==> src/rtl/uart_frame_arbiter_pkg.sv <==
// Shared definitions for the UART frame arbiter and the frame generators
// that feed it.
//   arb_state_t     : arbiter FSM state encoding (IDLE / XFER / GAP)
//   FRAME_*         : fixed header/trailer bytes and total length of the
//                     coordinate frame, reused by the generators
//   frame_hdr_byte  : byte n (0 = first on the wire) of the frame header
package uart_frame_arbiter_pkg;

    typedef enum logic [1:0] {
        IDLE = 2'd0,
        XFER = 2'd1,
        GAP  = 2'd2
    } arb_state_t;

    localparam int          FRAME_LEN     = 11;
    localparam int          FRAME_HDR_LEN = 5;
    localparam int          FRAME_TRL_LEN = 2;
    localparam logic [39:0] FRAME_HDR     = 40'hC0_C0_06_01_B9;
    localparam logic [15:0] FRAME_TRL     = 16'h01_CF;

    // Header is stored first-byte-in-MSBs so it reads like the wire order.
    function automatic logic [7:0] frame_hdr_byte(input int n);
        return FRAME_HDR[8*(FRAME_HDR_LEN-1-n) +: 8];
    endfunction

endpackage

==> src/rtl/uart_frame_arbiter_rr_arbiter.sv <==
// Combinational round-robin picker.
// Searches req starting at last_ptr+1 (mod NUM_REQ) and returns the first
// requester found.
//   req      in  NUM_REQ  request vector
//   last_ptr in  PTR_W    index of the previous winner
//   grant    out NUM_REQ  one-hot winner (0 when no request)
//   idx      out PTR_W    binary index of the winner
//   valid    out 1        at least one request present
module rr_arbiter
    import uart_frame_arbiter_pkg::*;
#(
    parameter int NUM_REQ = 2,
    parameter int PTR_W   = $clog2(NUM_REQ)
) (
    input  logic [NUM_REQ-1:0] req,
    input  logic [PTR_W-1:0]   last_ptr,
    output logic [NUM_REQ-1:0] grant,
    output logic [PTR_W-1:0]   idx,
    output logic               valid
);

    // Requester i sits k places after last_ptr when last_ptr == (i-k) mod N.
    // Walking k = 1..N and taking the first hit yields the rotating priority
    // while keeping every bit-select index constant.
    always_comb begin
        grant = '0;
        idx   = '0;
        valid = 1'b0;
        for (int k = 1; k <= NUM_REQ; k++) begin
            for (int i = 0; i < NUM_REQ; i++) begin
                if (!valid && req[i] &&
                    (last_ptr == PTR_W'((i - k + NUM_REQ) % NUM_REQ))) begin
                    valid    = 1'b1;
                    grant[i] = 1'b1;
                    idx      = PTR_W'(i);
                end
            end
        end
    end

endmodule

==> src/rtl/uart_frame_arbiter.sv <==
// Shares one uart_tx byte channel between NUM_REQ frame sources.
// Round-robin at frame granularity, a programmable idle gap after each frame,
// and abort of frames whose source starves the channel for STALL_MAX cycles.
//   clk_a      in  1          system clock
//   rst_n      in  1          asynchronous active-low reset
//   req_data   in  8*NUM_REQ  byte of requester i at [8i+7:8i]
//   req_valid  in  NUM_REQ    requester i offers a byte
//   req_last   in  NUM_REQ    offered byte ends the frame
//   req_ready  out NUM_REQ    byte of requester i consumed this cycle
//   tx_data    out 8          byte to uart_tx
//   tx_valid   out 1          tx_data valid
//   tx_ready   in  1          uart_tx accepting
//   grant      out NUM_REQ    one-hot channel owner, 0 when none
//   busy       out 1          FSM not idle
//   err_stall  out 1          one-cycle pulse on stall abort
//   frame_cnt  out CNT_W      frames completed normally (wraps)
module uart_frame_arbiter
    import uart_frame_arbiter_pkg::*;
#(
    parameter int NUM_REQ    = 2,
    parameter int GAP_CYCLES = 1_000_000,
    parameter int STALL_MAX  = 65535,
    parameter int CNT_W      = 16
) (
    input  logic                 clk_a,
    input  logic                 rst_n,
    input  logic [8*NUM_REQ-1:0] req_data,
    input  logic [NUM_REQ-1:0]   req_valid,
    input  logic [NUM_REQ-1:0]   req_last,
    output logic [NUM_REQ-1:0]   req_ready,
    output logic [7:0]           tx_data,
    output logic                 tx_valid,
    input  logic                 tx_ready,
    output logic [NUM_REQ-1:0]   grant,
    output logic                 busy,
    output logic                 err_stall,
    output logic [CNT_W-1:0]     frame_cnt
);

    localparam int PTR_W      = $clog2(NUM_REQ);
    // GAP lasts at least one cycle even when GAP_CYCLES is 0.
    localparam int GAP_LAST   = (GAP_CYCLES > 0) ? GAP_CYCLES - 1 : 0;
    localparam int GAP_W      = $clog2(GAP_LAST + 1) + 1;
    localparam int STALL_LAST = (STALL_MAX > 0) ? STALL_MAX - 1 : 0;
    localparam int STALL_W    = $clog2(STALL_LAST + 1) + 1;

    arb_state_t         state;
    logic [PTR_W-1:0]   rr_ptr;
    logic [GAP_W-1:0]   gap_cnt;
    logic [STALL_W-1:0] stall_cnt;
    logic               last_q;

    logic [NUM_REQ-1:0] pick_grant;
    logic [PTR_W-1:0]   pick_idx;
    logic               pick_valid;

    logic [7:0]         sel_data;
    logic               sel_valid;
    logic               sel_last;

    rr_arbiter #(
        .NUM_REQ (NUM_REQ),
        .PTR_W   (PTR_W)
    ) u_rr (
        .req      (req_valid),
        .last_ptr (rr_ptr),
        .grant    (pick_grant),
        .idx      (pick_idx),
        .valid    (pick_valid)
    );

    // grant is one-hot (or zero), so OR-reduction is a clean mux.
    always_comb begin
        sel_data  = '0;
        sel_valid = 1'b0;
        sel_last  = 1'b0;
        for (int i = 0; i < NUM_REQ; i++) begin
            if (grant[i]) begin
                sel_data  = sel_data | req_data[8*i +: 8];
                sel_valid = sel_valid | req_valid[i];
                sel_last  = sel_last | req_last[i];
            end
        end
    end

    // A byte is taken only while the single-entry tx holding register is empty.
    assign req_ready = (state == XFER && !tx_valid) ? grant : '0;

    always_ff @(posedge clk_a or negedge rst_n) begin
        if (!rst_n) begin
            state     <= IDLE;
            rr_ptr    <= PTR_W'(NUM_REQ - 1);
            gap_cnt   <= '0;
            stall_cnt <= '0;
            last_q    <= 1'b0;
            grant     <= '0;
            busy      <= 1'b0;
            err_stall <= 1'b0;
            frame_cnt <= '0;
            tx_data   <= '0;
            tx_valid  <= 1'b0;
        end else begin
            err_stall <= 1'b0;
            case (state)
                IDLE: begin
                    // Decision cycle only; the first byte is taken in XFER.
                    if (pick_valid) begin
                        grant     <= pick_grant;
                        rr_ptr    <= pick_idx;
                        stall_cnt <= '0;
                        busy      <= 1'b1;
                        state     <= XFER;
                    end
                end
                XFER: begin
                    if (tx_valid) begin
                        // Waiting on uart_tx is not source starvation.
                        if (tx_ready) begin
                            tx_valid <= 1'b0;
                            if (last_q) begin
                                frame_cnt <= frame_cnt + 1'b1;
                                grant     <= '0;
                                gap_cnt   <= '0;
                                state     <= GAP;
                            end
                        end
                    end else if (sel_valid) begin
                        tx_data   <= sel_data;
                        tx_valid  <= 1'b1;
                        last_q    <= sel_last;
                        stall_cnt <= '0;
                    end else if (stall_cnt == STALL_W'(STALL_LAST)) begin
                        // STALL_MAX-th starved cycle: drop the partial frame.
                        err_stall <= 1'b1;
                        grant     <= '0;
                        stall_cnt <= '0;
                        gap_cnt   <= '0;
                        state     <= GAP;
                    end else begin
                        stall_cnt <= stall_cnt + 1'b1;
                    end
                end
                GAP: begin
                    // Overlaps uart_tx still shifting out the final byte.
                    if (gap_cnt == GAP_W'(GAP_LAST)) begin
                        gap_cnt <= '0;
                        busy    <= 1'b0;
                        state   <= IDLE;
                    end else begin
                        gap_cnt <= gap_cnt + 1'b1;
                    end
                end
                default: begin
                    grant    <= '0;
                    tx_valid <= 1'b0;
                    busy     <= 1'b0;
                    state    <= IDLE;
                end
            endcase
        end
    end

endmodule
==> config.mk <==
export PLATFORM = sky130hd
export DESIGN_NAME = uart_frame_arbiter
export DESIGN_NICKNAME = d
export VERILOG_FILES = /design/src/rtl/uart_frame_arbiter_pkg.sv /design/src/rtl/uart_frame_arbiter_rr_arbiter.sv /design/src/rtl/uart_frame_arbiter.sv
export SDC_FILE = /design/constraint.sdc
export NUM_CORES = 1
export LEC_CHECK = 0
export CORE_AREA = 2 2 91 93
export DETAILED_ROUTE_END_ITERATION = 8
export DIE_AREA = 0 0 93 95
export GPL_ROUTABILITY_DRIVEN = 0
export PLACE_DENSITY = 0.74
export RECOVER_POWER = 25
export SLEW_MARGIN = 25
export SYNTH_ARGS = -nofsm -noshare
export SYNTH_HDL_FRONTEND = slang
export SYNTH_HIERARCHICAL = 1
export SYNTH_SLANG_ARGS = --single-unit
==> constraint.sdc <==
create_clock -name clk_a -period 2 [get_ports clk_a]
set_clock_uncertainty 0.05 [all_clocks]
set_input_delay 0.6 -clock clk_a [delete_from_list [all_inputs] [get_ports clk_a]]
set_output_delay 0.6 -clock clk_a [all_outputs]
set_load 0.02 [all_outputs]
==> summary.md <==
| Metric | Value |
|---|---|
| Commonest non-fill, non-tap cells in the layout | dfrtp_1 (70), buf_4 (53), nand2_1 (36), a31oi_1 (29), clkdlybuf4s50_1 (23) |
| Number of global-route vias before repair | 3125 |
| DRT iter0 DRCs | 206 |
| Die W | 93 um |
| First drt pass iteration count | 4 |
| Num Clock Sinks | 71 |
| Clock Path Buffers | 2 |
| WP data arrival | 1330 ps |
| First-pass GRT wire length | 15200 um |
| ANT nets after route | 0 |
| Critical path class | reg -> out |
| Synth area leaders | dfrtp_1 (47%), a31oi_1 (5.0%), nand2_1 (3.6%) |
| Layout cells sized above 1 | 23.9% |
| Max-slew violations | 0 |
| Share of the synthesized area in the top cell type | 47.0% |
| Cell leakage power | 2.49 nW |
| Synth Net Count | 407 |
| Final-report setup violation count | 0 |
| # IOs | 54 |
| Mapped cell area | 3730 um2 |
| RSZ-0062 raised after global routing | true |
| Synthesis warning total | 6 |
| Worst-path clk slew | 80 ps |
| DP HPWL | 6490 um |
| Gr usage total | 21.7% |
| Leading area contributor after synthesis | dfrtp_1 |
| Layout area overhead | 40.8% |
| Outcome | finished, final reports clean |
| Slowest cell on the critical path | clkdlybuf4s50_1 |
| Via count | 3456 |
| Worst VDD drop | 0.721 mV |
| Port bufs | 53 |
| Crit-path max FO | 1 |
| Post-synthesis cell count | 380 |
| Residual DRC | 0 |
| CP Data Required Time | 1350 ps |
| Worst Tran Pin Value | 881 ps |
| CORE AREA | 7930 um2 |
| Die Y | 95 um |
| Power density over cell area | 1180 nW/um2 |
| Worst path cell trace | clkdlybuf4s50_1 |
| Initial antenna violation count | 0 |
| Max Clk Rate | 505 MHz |
| Via density | 5.74 |
| Largest net degree at the start of global routing | 32 |
| Part of the Yosys area used for sequential elements | 47.7% |
| Reg-to-Reg End | frame_cnt[12]$_DFFE_PN0P_ |
| Power Total | 6.17 mW |
| Min Clock Period, post-route | 1980 ps |
| Async S/R FF share, synth | 100% |
| Filler cell count | 614 |
| Post-synth top flop | dfrtp_1 |
| Core Util, Final | 66.2% |
| Number of enable flip-flop cells after synthesis | 0 |
| Clock tree from TritonCTS | yes |
| Crit path buf inv count | 1 |
| Startpoint types | flop |
| Clock Latency Late Sink | 350 ps |
| Max H-tree Level | 3 |
| Crit path depth | 1 |
| Ant diodes | 0 |
| Commonest non-fill, non-tap cell in the layout | dfrtp_1 |
| Register area | 1780 um2 |
| Post-synth cell types | 56 |
| R2r worst-path depth | 8 |
| Family with the most delay on the worst path | buffers and inverters |
| Min-Delay Path Class | in -> async |
| Max_cap viols | 0 |
| Count of final hold-check violations | 0 |
| Routed len/inst | 16.7 um |
| R2r startpoint | state[1]$_DFFE_PN0P_ |
| Peak per-stage delay on the critical path | 610 ps |
| TritonCTS Buffers | 9 |
| Fin nets | 519 |
| Setup crit end kind | output pin |
| Synth Register Bits | 71 |
| Reg-to-reg slack, setup | 50 ps |
| Syn avg cell area | 9.81 um2 |
| Routed Wire Length | 10100 um |
| Hold-fix buffers, CTS | 0 |
| Root buf cell | clkbuf_8 |
| GRT overflow | 0 |
| Die footprint | 8840 um2 |
| Crit share post-route | 98.9% |
| Initial Util | 47.0% |
| Max_slew headroom | 41.3% |
| Row count | 33 |
| Multi-input gate area | 1990 um2 |
what timing repair did:
action,CTS,global route
gates resized for setup,39,27
endpoints found under the setup margin,42,50
gates cloned,0,5
pin swaps,5,11
setup buffers,4,3
hold endpoints to repair,0,0
logic make-up (layout without fill, tap and decap cells):
group	Yosys count	in the layout	share of synthesized area [%]
flip-flops	71	71	47.7
AND/OR/NAND/NOR	137	138	20.7
multiplexers	7	7	2.01
buffers and inverters	26	141	3.39
XOR/XNOR	16	16	3.76
adder cells (fa/ha/maj)	4	4	1.34
AO/OA/AOI/OAI	119	120	21.1
where the power goes:
group	total [mW]	switching, mW	internal (mW)
clock network	1.46	0.612	0.849
registers	2.14	0.343	1.80
logic	2.57	1.33	1.24
worst max path at each step:
| stage | from | end |
|---|---|---|
| after floorplan | req_valid[0] | stall_cnt[2]$_DFFE_PN0P_ |
| after global placement | req_valid[0] | gap_cnt[16]$_DFFE_PN0P_ |
| after detailed placement | req_valid[0] | gap_cnt[16]$_DFFE_PN0P_ |
| after CTS | stall_cnt[0]$_DFFE_PN0P_ | gap_cnt[8]$_DFFE_PN0P_ |
| after global routing | gap_cnt[2]$_DFFE_PN0P_ | gap_cnt[13]$_DFFE_PN0P_ |
| final | err_stall$_DFF_PN0_ | err_stall |
final cells by class:
type	count	area share, %
timing repair buffer	115	20.2
multi-input combinational	285	37.9
inverter	10	0.715
clock inverter	7	2.43
sequential	71	33.9
tap	105	2.50
clock buffer	9	2.36
state kept, by name, indices dropped and copies added (netlist names):
register / count
busy: 1
err_stall: 1
frame_cnt: 16
gap_cnt: 21
grant: 2
last_q: 1
rr_ptr: 1
stall_cnt: 17
state: 2
tx_data: 8
tx_valid: 1
synth_stat cells, types with 9 or more instances:
cell type and n:
o21ai_0 21, a22oi_1 9, a31oi_1 30, nand3_1 22, xnor2_1 10, inv_1 10, nand2_1 36, and3_1 11
nor2_1 18, dfrtp_1 70, a21oi_1 21
worst reg2reg max path: cells and delay by family (launching register included):
| kind | cells | cell delay [ps] |
|---|---|---|
| DFF | 1 | 380 |
| and+or+nand+nor | 4 | 770 |
| buffers and inverters | 3 | 530 |
| xor gates and xnor gates | 1 | 140 |
per-stage QoR:
step | setup TNS, ps | setup WS (ps) | std cells | hold WS [ps] | cell area [um2]
floorplan | 0 | 8.74 | 380 | 254 | 3730
global placement | -15790 | -407 | 575 | 410 | 4770
detailed placement | -17990 | -460 | 575 | 414 | 4770
CTS | -50.2 | -19.0 | 594 | 137 | 5060
global route | -353 | -98.3 | 602 | 378 | 5250
finish | 0 | 21.7 | 602 | 290 | 5250
metal layers:
| layer | share of wire (%) | global-route usage, % | up-vias |
|---|---|---|---|
| li1 | - | - | 1664 |
| met1 | 43 | 28.4 | 1689 |
| met2 | 50 | 35.9 | 91 |
| met3 | 5.0 | 6.07 | 12 |
| met4 | 1.1 | 5.64 | 0 |
| met5 | 0 | 0 | - |
Power figures use the tool's default switching activity.
==> patch 1: new RTL, same flow settings <==
The parameter `GAP_CYCLES` goes from 1_000_000 to 2_000_000.
--- a/src/rtl/uart_frame_arbiter.sv
+++ b/src/rtl/uart_frame_arbiter.sv
@@ -18,7 +18,7 @@
     import uart_frame_arbiter_pkg::*;
 #(
     parameter int NUM_REQ    = 2,
-    parameter int GAP_CYCLES = 1_000_000,
+    parameter int GAP_CYCLES = 2_000_000,
     parameter int STALL_MAX  = 65535,
     parameter int CNT_W      = 16
 ) (
Formal check against the unedited RTL: same outputs for any inputs over 10 cycles, from zero or initial values and one cycle with rst_n low; that may be too few to reach the edited logic, so the function may still have changed.
==> patch 1 against the original RTL <==
- the run now ends with negative setup slack left
- worst setup slack worse by 160 ps
- synthesized cell count increased by 1.1%
- synthesized area increased by 1.1%
- final area fell by 1.7%
- fmax fell by 7.5%
- utilization fell by 1.1 points
- die area stayed put
- power fell by 18%
- wire length shrank 7.4%
- sequential cell count is 1 higher
- critical path type is now reg -> reg
==> patch 1: results (changes against the original RTL) <==
Run status
  – Status: complete, but fails checks
  – Failing checks: negative setup slack

Worst hold path
  – Hold_sp: frame_cnt[15]$_DFFE_PN0P_
  – Hold Path Class: reg -> reg

Synth
  – Post-synthesis net count: 411 (+0.98%)
  – Asr flop ratio synth: 1.00 (unchanged)
  – Yosys warns: 6 (unchanged)
  – Mean area per synthesized cell: 9.82 µm² (about the same)
  – Commonest register cell after synthesis: dfrtp_1
  – Sequential element share of the synthesized area: 0.478 (+0.00126)
  – Synth area leaders: dfrtp_1, and3_1, nand3_1
  – Netlist cell types: 48 (-14%)
  – Most frequent cells after synthesis: dfrtp_1, nand2_1, nand3_1

Drt
  – First-pass DRT Iterations: 5 (+1)
  – Via density: 5.72 (-0.33%)
  – DRC: 0 (unchanged)
  – Routed wire per std cell: 15.3 µm (-8.3%)
  – Detailed router's first-iteration violation count: 164 (-20%)

STA
  – Sum of negative setup slack: -1630 ps (-1630 ps)
  – Final setup fails: 18 (+18)
  – Setup ws final: -138 ps (-159 ps)
  – Worst Max-Slew Pin Slew: 978 ps (+97.0 ps)

CTS
  – Worst skew pair latency: 350 ps (about the same)
  – Clock buffer depth: 2 (unchanged)
  – H-Tree Depth: 3 (unchanged)
  – CTS buffer count: 9 (unchanged)
  – CTS clk-pin slew, worst paths: 80 ps (about the same)

Power and ir drop
  – Sw Ratio: 0.373 (+0.00281)
  – Leakage power: 2.66 nW (+6.7%)
  – Peak VDD IR: 0.704 mV (-2.4%)

Final layout
  – Nets: 525 (+1.2%)
  – Biggest regs: gap_cnt: 22 flops, stall_cnt: 17 flops, frame_cnt: 16 flops
  – Layout fillers: 672 (+9.4%)
  – Share of cells above drive strength 1: 0.219 (-0.0207)
  – Max reg flops: 22 (+4.8%)
  – Antenna Cells: 0 (unchanged)
  – Fin cells: 608 (+1.0%)

Placement
  – DP Cell Count: 587 (+2.1%)
  – Placement Setup Slack: -410 ps (+50.8 ps)
  – HPWL after DPL: 6390 µm (-1.5%)
  – Placed cell areas: 4870 µm² (+2.2%)
  – PortBufs: 53 (unchanged)

GRT
  – Largest net degree at the start of global routing: 73 (+130%)
  – Antenna violations before repair: 0 (unchanged)
  – Global Route Usage Sum: 0.230 (+0.0124)
  – First-pass GRT wire length: 16100 µm (+5.7%)
  – Number of global-route vias before repair: 3538 (+13%)

Worst setup path
  – Crit path launch type: flop
  – R2R Path Start: gap_cnt[14]$_DFFE_PN0P_
  – Critical path's top delay family: simple AND/OR/NAND/NOR gates
  – Slowest Stage Delay on Critical Path: 560 ps (-50 ps)
  – CP max-delay cell: or4b_4
  – CP max FO: 9 (+8)
==> patch 1: cell types whose count changed after synthesis, sizes merged, moves of 4 or more <==
cell,delta
a31oi,-13
nand3,+7
nor2b,+4
buf,+4
nor2,-7
and3,+15
a211o,+13
nor3,+7
a21oi,-9
a41oi,-4
==> patch 1: worst reg2reg max path: stages, from the launching register on <==
cell     delay [ps]
dfrtp_1         390
or4b_4          560
nor4_4          210
buf_4           170
a31o_4          190
buf_12          140
nor3_2           50
a211o_1         270
==> patch 1: cell families (layout without fill, tap and decap cells) <==
kind of cell / after synthesis / count (layout) / synth area share
buffers and inverters: 27 / 146 / 0.0339
AOI/OAI and AO/OA: 103 / 103 / 0.191
xor gates and xnor gates: 15 / 15 / 0.0348
DFF: 72 / 72 / 0.478
adders and majority gates: 4 / 4 / 0.0133
muxes: 4 / 4 / 0.0116
and+or+nand+nor: 159 / 159 / 0.237
==> patch 1: final timing paths <==
kind / to / slack, ps / cells after the start
setup / recovery: gap_cnt[11]$_DFFE_PN0P_ / -140 / 7
hold / removal: frame_cnt[15]$_DFFE_PN0P_ / 430 / 1
setup reg to reg: gap_cnt[11]$_DFFE_PN0P_ / -140 / 7
hold reg to reg: frame_cnt[15]$_DFFE_PN0P_ / 430 / 1
max in group asynchronous: gap_cnt[1]$_DFFE_PN0P_ / 810 / 2
min in group asynchronous: frame_cnt[7]$_DFFE_PN0P_ / 460 / 2
==> patch 1: final cells by class <==
type                            count  area (µm²)  share of cell area
Clock buffer                        9         124              0.0240
Multi-Input combinational cell    285        1910               0.370
Inverter                            9        33.8             0.00655
Timing Repair Buffer              121        1080               0.210
Clock inverter                      7        71.3              0.0138
Tap cell                          105         131              0.0255
Sequential cell                    72        1800               0.350
==> patch 1: timing repair <==
item	in CTS	in global routing
resized for setup	37	17
setup endpoints to repair	41	35
pin swaps	6	2
cloned	1	1
setup buffers	3	0
==> patch 1: power by group through the flow <==
stage	clock network, mW	logic (mW)	registers [mW]
after global routing	1.24	2.27	1.86
after global placement	0	1.96	1.84
after detailed placement	0	2.03	1.85
final	1.15	2.05	1.83
after floorplan	0	0.985	1.98
after CTS	1.18	2.00	1.83
==> patch 1: routing by layer <==
| layer | vias up | global-route usage | part of all wire |
|---|---|---|---|
| met5 | - | 0 | 0 |
| met4 | 0 | 0.0784 | 0.012 |
| met3 | 12 | 0.0615 | 0.040 |
| met2 | 74 | 0.403 | 0.51 |
| met1 | 1704 | 0.274 | 0.43 |
| li1 | 1689 | - | - |
==> patch 2: new RTL, same flow settings <==
Made on the original files. The 3 states of `arb_state_t` get a one-hot encoding in 3 bits.
--- a/src/rtl/uart_frame_arbiter_pkg.sv
+++ b/src/rtl/uart_frame_arbiter_pkg.sv
@@ -6,10 +6,10 @@
 //   frame_hdr_byte  : byte n (0 = first on the wire) of the frame header
 package uart_frame_arbiter_pkg;
 
-    typedef enum logic [1:0] {
-        IDLE = 2'd0,
-        XFER = 2'd1,
-        GAP  = 2'd2
+    typedef enum logic [2:0] {
+        IDLE = 3'b001,
+        XFER = 3'b010,
+        GAP  = 3'b100
     } arb_state_t;
 
     localparam int          FRAME_LEN     = 11;
Function: same outputs for any inputs over 10 cycles, from zero or initial values and one cycle with rst_n low; not proved beyond that.
==> patch 2 against the original RTL <==
- the flow now finishes with violations (negative setup slack)
- sequential cell count increased by 1
- worst setup slack got worse by 100 ps
- cell count up 6.1%
- wire length is 5.6% lower
- final area grew 3.4%
- power shrank 18%
- first-iteration DRC count grew 14%
- synthesized area is 1.3% higher
- critical path depth increased by 3
==> patch 2: results (changes against the original RTL) <==
Final layout
  – Register area: 1800 µm² (+1.5%)
  – CLK BUF: 11 (+2)
  – Share of cells above drive strength 1: 0.273 (+0.0340)
  – Antenna Cells: 0 (unchanged)
  – Clk cell area share: 0.0364 (-0.0115)
  – Synthesis-to-layout area growth: 43.6%
  – Non-clk buf share: 0.232 (+0.0296)
  – Multi-Input Combinational: 293 (+2.8%)
  – Buffers, non-clock: 143 (+24%)
  – Area occupied by multi-input gates: 2000 µm² (+0.44%)
  – Layout fillers: 655 (+6.7%)
  – Nets: 556 (+7.1%)

Synth
  – Sequential element share of the synthesized area: 0.478 (+0.000794)
  – Synth area leaders: dfrtp_1, nand2_1, o21ai_0
  – #FFs+latches synth: 72 (+1.4%)
  – Netlist cell types: 53 (-5.4%)
  – Most frequent cells after synthesis: dfrtp_1, nand2_1, o21ai_0
  – Asr flop ratio synth: 1.00 (unchanged)
  – Post-synthesis net count: 422 (+3.7%)
  – Top-area cell type share of the netlist area: 0.464 (-0.00607)

Run status
  – Failing checks: negative setup slack
  – Status: complete, but fails checks

GRT
  – First-pass GRT wire length: 16000 µm (+5.0%)
  – GR Layer Usage met2: 0.367 (+0.00785)
  – Number of global-route vias before repair: 3482 (+11%)
  – Met1 Usage GRT: 0.302 (+0.0187)
  – Global Route Usage Sum: 0.227 (+0.00935)
  – Met3 usage: 0.0471 (-0.0136)
  – Largest net degree at the start of global routing: 41 (+28%)

Worst setup path
  – Crit path DAT: 1430 ps (+100 ps)
  – CP max FO: 2 (+1)
  – Crit. Startpoint: state[2]$_DFFE_PN0P_
  – Reg2reg setup slack: -10 ps (-60 ps)
  – R2R Path Start: gap_cnt[13]$_DFFE_PN0P_

STA
  – Worst Max-Slew Pin Slew: 844 ps (-36.5 ps)
  – Setup ws final: -79.5 ps (-101 ps)
  – Final setup fails: 2 (+2)

Drt
  – Detailed router's first-iteration violation count: 235 (+14%)
  – Via density: 5.59 (-2.7%)
  – Drt total wl: 9500 µm (-5.6%)

Placement
  – HPWL after DPL: 6770 µm (+4.3%)
  – Placement Setup Slack: -524 ps (-63.2 ps)
  – Placed cell areas: 4980 µm² (+4.5%)

CTS
  – H-Tree Depth: 3 (unchanged)
  – CTS Sinks: 72 (+1.4%)

Power and ir drop
  – Leakage power: 2.70 nW (+8.4%)
  – Peak VDD IR: 0.610 mV (-15%)

Floorplan
  – Num rows: 33 (unchanged)
-- patch 2: final timing paths --
check	to	depth (start not counted)
worst max-delay path	req_ready[0]	4
worst min-delay path	tx_data[4]$_DFFE_PN0P_	1
worst min register to register	frame_cnt[15]$_DFFE_PN0P_	1
worst max register to register	gap_cnt[3]$_DFFE_PN0P_	7
max in group asynchronous	frame_cnt[10]$_DFFE_PN0P_	2
min in group clk_a	frame_cnt[15]$_DFFE_PN0P_	1
-- patch 2: repair_timing --
action | CTS | global route
setup buffers | 6 | 7
cloned | 1 | 0
hold buffers | 0 | 0
pin swaps | 9 | 12
endpoints found under the setup margin | 40 | 57
resized for setup | 49 | 45
hold endpoints to repair | 0 | 0
-- patch 2: where the power goes --
| part | internal, mW | total (mW) | switching [mW] |
|---|---|---|---|
| clock network | 0.609 | 1.17 | 0.563 |
| logic | 0.989 | 2.04 | 1.05 |
| registers | 1.68 | 1.83 | 0.153 |
-- patch 2: logic make-up after synthesis --
logic type | after synthesis | synth area share
buffers and inverters | 30 | 0.0328
DFF | 72 | 0.478
adders and majority gates | 4 | 0.0133
xor gates and xnor gates | 20 | 0.0464
muxes | 2 | 0.00596
and+or+nand+nor | 172 | 0.247
AOI/OAI and AO/OA | 95 | 0.177
-- patch 2: critical path, cell delays in order (launching register included) --
cell     delay, ps
dfrtp_1        390
nor3b_2        250
buf_4          160
and3_4         180
buf_6          110
-- patch 2: metrics by stage --
stage,setup TNS [ps],hold WS (ps),instances
6_report,-86.4,275,639
5_1_grt,-2750,347,639
4_1_cts,-235,112,636
3_5_place_dp,-18630,409,613
3_3_place_gp,-17070,406,613
2_1_floorplan,0,254,395
-- patch 2: layer usage --
metal	vias up	share of wire
met5	-	0
met4	0	0.014
met3	15	0.045
met2	97	0.50
met1	1719	0.44
li1	1739	-
